$ cat config.mk
export PLATFORM = sky130hd
export DESIGN_NAME = mmio_wr_fifo
export DESIGN_NICKNAME = d
export VERILOG_FILES = /design/src/rtl/mmio_fifo_pkg.sv /design/src/rtl/mmio_fifo_ram.sv /design/src/rtl/mmio_wr_fifo.sv
export SDC_FILE = /design/constraint.sdc
export NUM_CORES = 1
export LEC_CHECK = 0
export CAP_MARGIN = 20
export CELL_PAD_IN_SITES_DETAIL_PLACEMENT = 0
export CELL_PAD_IN_SITES_GLOBAL_PLACEMENT = 1
export CORE_MARGIN = 2
export CORE_UTILIZATION = 45
export CTS_CLUSTER_SIZE = 25
export DETAILED_ROUTE_END_ITERATION = 8
export PLACE_DENSITY = 0.76
export REMOVE_ABC_BUFFERS = 1
export SLEW_MARGIN = 20
export SYNTH_ARGS = -nofsm -noshare
export SYNTH_HDL_FRONTEND = slang
export SYNTH_HIERARCHICAL = 1
export SYNTH_SLANG_ARGS = --single-unit
$ cat constraint.sdc
create_clock -name clk -period 6.25 [get_ports clk]
set_input_delay 1.25 -clock clk [delete_from_list [all_inputs] [get_ports clk]]
set_output_delay 1.25 -clock clk [all_outputs]
set_load 0.02 [all_outputs]
$ cat src/rtl/mmio_fifo_pkg.sv
// Shared constants and status layout for the MMIO write FIFO and the AFU read mux.
// The status struct is what software sees when it reads the STATUS CSR.
package mmio_fifo_pkg;

    localparam int FIFO_WIDTH = 64;
    localparam int FIFO_DEPTH = 8;
    localparam int FIFO_CNT_W = $clog2(FIFO_DEPTH + 1);

    localparam logic [15:0] CSR_DATA   = 16'h0020;
    localparam logic [15:0] CSR_STATUS = 16'h0022;
    localparam logic [15:0] CSR_CTRL   = 16'h0024;

    typedef struct packed {
        logic                  overflow;
        logic                  underflow;
        logic                  full;
        logic                  empty;
        logic [FIFO_CNT_W-1:0] count;
    } t_fifo_status;

endpackage

$ cat src/rtl/mmio_fifo_ram.sv
// FIFO storage: one synchronous write port and one asynchronous read port.
// Contents are deliberately not reset; occupancy logic decides what is valid.
module mmio_fifo_ram #(
    parameter int WIDTH = 64,
    parameter int DEPTH = 8,
    parameter int AW    = 3
) (
    input  logic             clk,
    input  logic             we,
    input  logic [AW-1:0]    waddr,
    input  logic [WIDTH-1:0] wdata,
    input  logic [AW-1:0]    raddr,
    output logic [WIDTH-1:0] rdata
);

    logic [WIDTH-1:0] mem [DEPTH];

    always_ff @(posedge clk) begin
        if (we) begin
            mem[waddr] <= wdata;
        end
    end

    assign rdata = mem[raddr];

endmodule

$ cat src/rtl/mmio_wr_fifo.sv
// Circular-buffer FIFO between MMIO data-CSR writes (push) and data-CSR reads (pop).
// Pointers wrap by compare so any DEPTH >= 2 works; error flags are sticky until clr_err.
module mmio_wr_fifo
    import mmio_fifo_pkg::*;
#(
    parameter int WIDTH = FIFO_WIDTH,
    parameter int DEPTH = FIFO_DEPTH
) (
    input  logic                       clk,
    input  logic                       rst_n,
    input  logic                       wr_en,
    input  logic [WIDTH-1:0]           wr_data,
    input  logic                       rd_en,
    output logic [WIDTH-1:0]           rd_data,
    output logic                       rd_valid,
    output logic [WIDTH-1:0]           head,
    output logic                       full,
    output logic                       empty,
    output logic [$clog2(DEPTH+1)-1:0] count,
    output logic                       overflow,
    output logic                       underflow,
    input  logic                       clr_err
);

    localparam int CW = $clog2(DEPTH + 1);
    localparam int PW = $clog2(DEPTH);

    logic [PW-1:0]    wr_ptr_q, wr_ptr_d;
    logic [PW-1:0]    rd_ptr_q, rd_ptr_d;
    logic [CW-1:0]    count_q, count_d;
    logic [WIDTH-1:0] rd_data_q, rd_data_d;
    logic             rd_valid_q, rd_valid_d;
    logic             overflow_q, overflow_d;
    logic             underflow_q, underflow_d;
    logic [WIDTH-1:0] ram_rdata;
    logic             push_acc, pop_acc;

    function automatic logic [PW-1:0] ptr_inc(input logic [PW-1:0] p);
        return (p == PW'(DEPTH - 1)) ? '0 : p + PW'(1);
    endfunction

    mmio_fifo_ram #(
        .WIDTH (WIDTH),
        .DEPTH (DEPTH),
        .AW    (PW)
    ) u_ram (
        .clk   (clk),
        .we    (push_acc),
        .waddr (wr_ptr_q),
        .wdata (wr_data),
        .raddr (rd_ptr_q),
        .rdata (ram_rdata)
    );

    assign full  = (count_q == CW'(DEPTH));
    assign empty = (count_q == '0);

    // A pop frees a slot in the same cycle, so a push into a full FIFO is still taken.
    assign pop_acc  = rd_en && !empty;
    assign push_acc = wr_en && (!full || pop_acc);

    always_comb begin
        wr_ptr_d    = wr_ptr_q;
        rd_ptr_d    = rd_ptr_q;
        count_d     = count_q;
        rd_data_d   = rd_data_q;
        rd_valid_d  = pop_acc;
        overflow_d  = clr_err ? 1'b0 : overflow_q;
        underflow_d = clr_err ? 1'b0 : underflow_q;

        if (push_acc) begin
            wr_ptr_d = ptr_inc(wr_ptr_q);
        end
        if (pop_acc) begin
            rd_ptr_d  = ptr_inc(rd_ptr_q);
            rd_data_d = ram_rdata;
        end
        if (push_acc && !pop_acc) begin
            count_d = count_q + CW'(1);
        end else if (pop_acc && !push_acc) begin
            count_d = count_q - CW'(1);
        end

        // A new error in the same cycle as clr_err must stay visible.
        if (wr_en && !push_acc) begin
            overflow_d = 1'b1;
        end
        if (rd_en && empty) begin
            underflow_d = 1'b1;
        end
    end

    always_ff @(posedge clk or negedge rst_n) begin
        if (!rst_n) begin
            wr_ptr_q    <= '0;
            rd_ptr_q    <= '0;
            count_q     <= '0;
            rd_data_q   <= '0;
            rd_valid_q  <= 1'b0;
            overflow_q  <= 1'b0;
            underflow_q <= 1'b0;
        end else begin
            wr_ptr_q    <= wr_ptr_d;
            rd_ptr_q    <= rd_ptr_d;
            count_q     <= count_d;
            rd_data_q   <= rd_data_d;
            rd_valid_q  <= rd_valid_d;
            overflow_q  <= overflow_d;
            underflow_q <= underflow_d;
        end
    end

    assign head      = empty ? '0 : ram_rdata;
    assign count     = count_q;
    assign rd_data   = rd_data_q;
    assign rd_valid  = rd_valid_q;
    assign overflow  = overflow_q;
    assign underflow = underflow_q;

endmodule

==> impl_metrics.toml <==
[sta]
worst_slew_pin_slew_ns = 1.019
fin_crit_ns = 4.956
setup_viol = 0
period_share_pct = 79.29
maxSlewHeadroom_pct = 32.08
hold_viol = 0
fmax_mhz = 201.8
tns_ns = 0
slew_violations = 0
rsz0062_at_grt = "false"
skew_ns = 0.01377

[worst_setup_path]
crit_fanout = 45
cp-start-kind = "register"
path_cells = "buf_4 -> mux4_2 -> mux2_2 -> nor2b_1 -> clkdlybuf4s50_1"
cp.arrival_ns = 3.71
slowest_stage = "dfrtp_4"
critical-path-max-stage-delay_ns = 1.04
end_kind = "output pin"
crit_type = "register to output pin"
critical_path_required_ns = 5.00

[detailed_routing]
drtIter0Drc = 695
post_drt_wl_per_cell_um = 22.60
drt-total-wl_um = 44810
drc = 0
num_vias = 10560
drt-pass1-iter-count = 4
antenna_left = 0
viasPerCell = 5.326

[placement]
portBuffers = 205
place_hpwl_um = 24390
globalplace.congestion = 0.6771
dpl_cell_area_mm2 = 0.02571

[synth]
synth.area.mux_share_pct = 19.23
yosys.area_share.xor_xnor_pct = 0.07670
synth-seq-area-share_pct = 75.76
ys_ff_latch = 589
synth_area_leaders = "edfxtp_1, mux4_2, dfrtp_1"
synth_common_cells = "edfxtp_1, mux4_2, mux2_2"
synth_area_per_cell_um2 = 22.39
synth_area_leader_cell = "edfxtp_1"
synth_fa_ha_area_share_pct = 0.4712
synth_warnings = 6
synth_most_common_cell = "edfxtp_1"
synth_compound_area_share_pct = 0.4712
synth-async-reset-ratio_pct = 13.07
yosysUniqueCellTypes = 35
synth-main-ff-cell = "edfxtp_1"
synthCells = 1020
synth_edf_count = 512
syn-cell-area_mm2 = 0.02284
yosys.area_share.simple_pct = 2.405
netlist.area_leader.share_pct = 67.32
synth_top_family_by_area = "multiplexers"

[layout]
antenna_cells = 0
finish.utilization_pct = 55.04
finalInstanceArea_mm2 = 0.02761
fillerInstances = 3838
seq_area_mm2 = 0.01731
final_nets = 1338
synthToLayoutAreaGrowth_pct = 20.91
multiInputGateArea_mm2 = 0.005234
layout-drive-gt1-share_pct = 29.14

[grt]
grt_pass1_vias = 11090
antenna_found_initial = 3
overflow = 0
track_usage_pct = 17.32
grt_pass1_wl_um = 68030
grt_max_degree = 58

[floorplanning]
core_mm2 = 0.05017
rows = 82
io_pins = 206
die_h_um = 229.3
dieArea_mm2 = 0.05257
die_w_um = 229.3
initial_core_util_pct = 45.52

[status]
outcome = "complete, no violations"

[power]
ir_worst_vdd_mv = 0.3869
leakage_nw = 9.113
power.density_mw_per_mm2 = 513.4
p_total_mw = 14.18

[clocking]
clkSinkCount = 589
cts_buffers = 59
cts_buffer_depth = 3
cts.root.buffer_cell = "clkbuf_16"
cts_tree = "done"
holdBufCountCts = 0
post_cts_buffers = 0
insertion_delay_ns = 0.60
cts_resized = 0
htreeDepth = 2
clkTransAtPathRegs_ns = 0.06

[hold_path]
hp-class = "register to register"

[job]
cap_violations = 0
power by group:
group | switching (mW) | total [mW] | leakage, nW | internal, mW
combinational | 2.47 | 5.22 | 2.62 | 2.75
sequential | 0.490 | 5.56 | 5.55 | 5.07
clock | 1.39 | 3.40 | 0.937 | 2.01
total | 4.35 | 14.2 | 9.11 | 9.83
kinds of logic after synthesis:
kind of cell	count (synthesis)
flops	589
mux	262
simple gates	92
buf+inv	55
compound gates	12
fa+ha+maj	8
xor+xnor	2
worst paths after layout:
check / start / end / slack, ns / cells after the start
min: rd_data[36] / rd_data[36] / 0.49 / 1
min in group asynchronous: rst_n / rd_data[54] / 0.62 / 1
max reg2reg: count[0] / count[3] / 3.13 / 9
min reg2reg: rd_data[36] / rd_data[36] / 0.49 / 1
max: rd_ptr_q[0] / head[42] / 1.29 / 5
max in group asynchronous: rst_n / rd_ptr_q[2] / 4.48 / 2
per-layer routing:
layer	wire, µm	global-route usage, %
met1	19190	23.05
met2	22520	29.20
met3	2207	3.499
met4	852	4.809
met5	41	0
critical path: cells and delay by family (launching register included):
family                 cells  cell delay, ns
and+or+nand+nor            1            0.13
buffers and inverters      2            1.05
muxes                      2            0.88
DFF                        1            1.04
registers in the layout, summed over array words and instances (netlist names):
register,count
underflow,1
rd_valid,1
u_ram/mem,512
count,4
overflow,1
wr_ptr_q,3
rd_data,64
rd_ptr_q,3
through the flow:
| step | hold WS (ns) | setup slack [ns] | instances |
|---|---|---|---|
| 3_5_place_dp | 0.4800 | 1.822 | 1872 |
| 2_1_floorplan | 0.5223 | -1.359 | 970 |
| 4_1_cts | 0.4931 | 1.161 | 1983 |
| 3_3_place_gp | 0.4740 | 1.856 | 1872 |
| 6_report | 0.4872 | 1.294 | 1983 |
| 5_1_grt | 0.5164 | 1.036 | 1983 |
placed cells by master, fill, tap and decap left out, types with 3 or more instances in the layout:
master,count
and2b_1,6
buf_12,5
buf_4,21
clkbuf_1,17
clkbuf_16,61
clkbuf_8,12
clkdlybuf4s50_1,204
clkinv_1,7
clkinv_2,10
dfrtp_1,74
dfrtp_4,3
edfxtp_1,512
ha_1,7
inv_1,5
mux2_1,6
mux2_2,127
mux4_2,128
nand2_1,5
nand2b_1,4
nor2_4,6
nor2b_1,58
cell type report:
type / instances / share of cell area, %
Sequential cell: 589 / 62.70
Multi-Input combinational cell: 376 / 18.95
Timing Repair Buffer: 230 / 8.328
Clock buffer: 90 / 6.357
Tap cell: 672 / 3.045
Clock inverter: 21 / 0.5483
Inverter: 5 / 0.06797
Note: power is estimated with default switching activity, not from simulation.
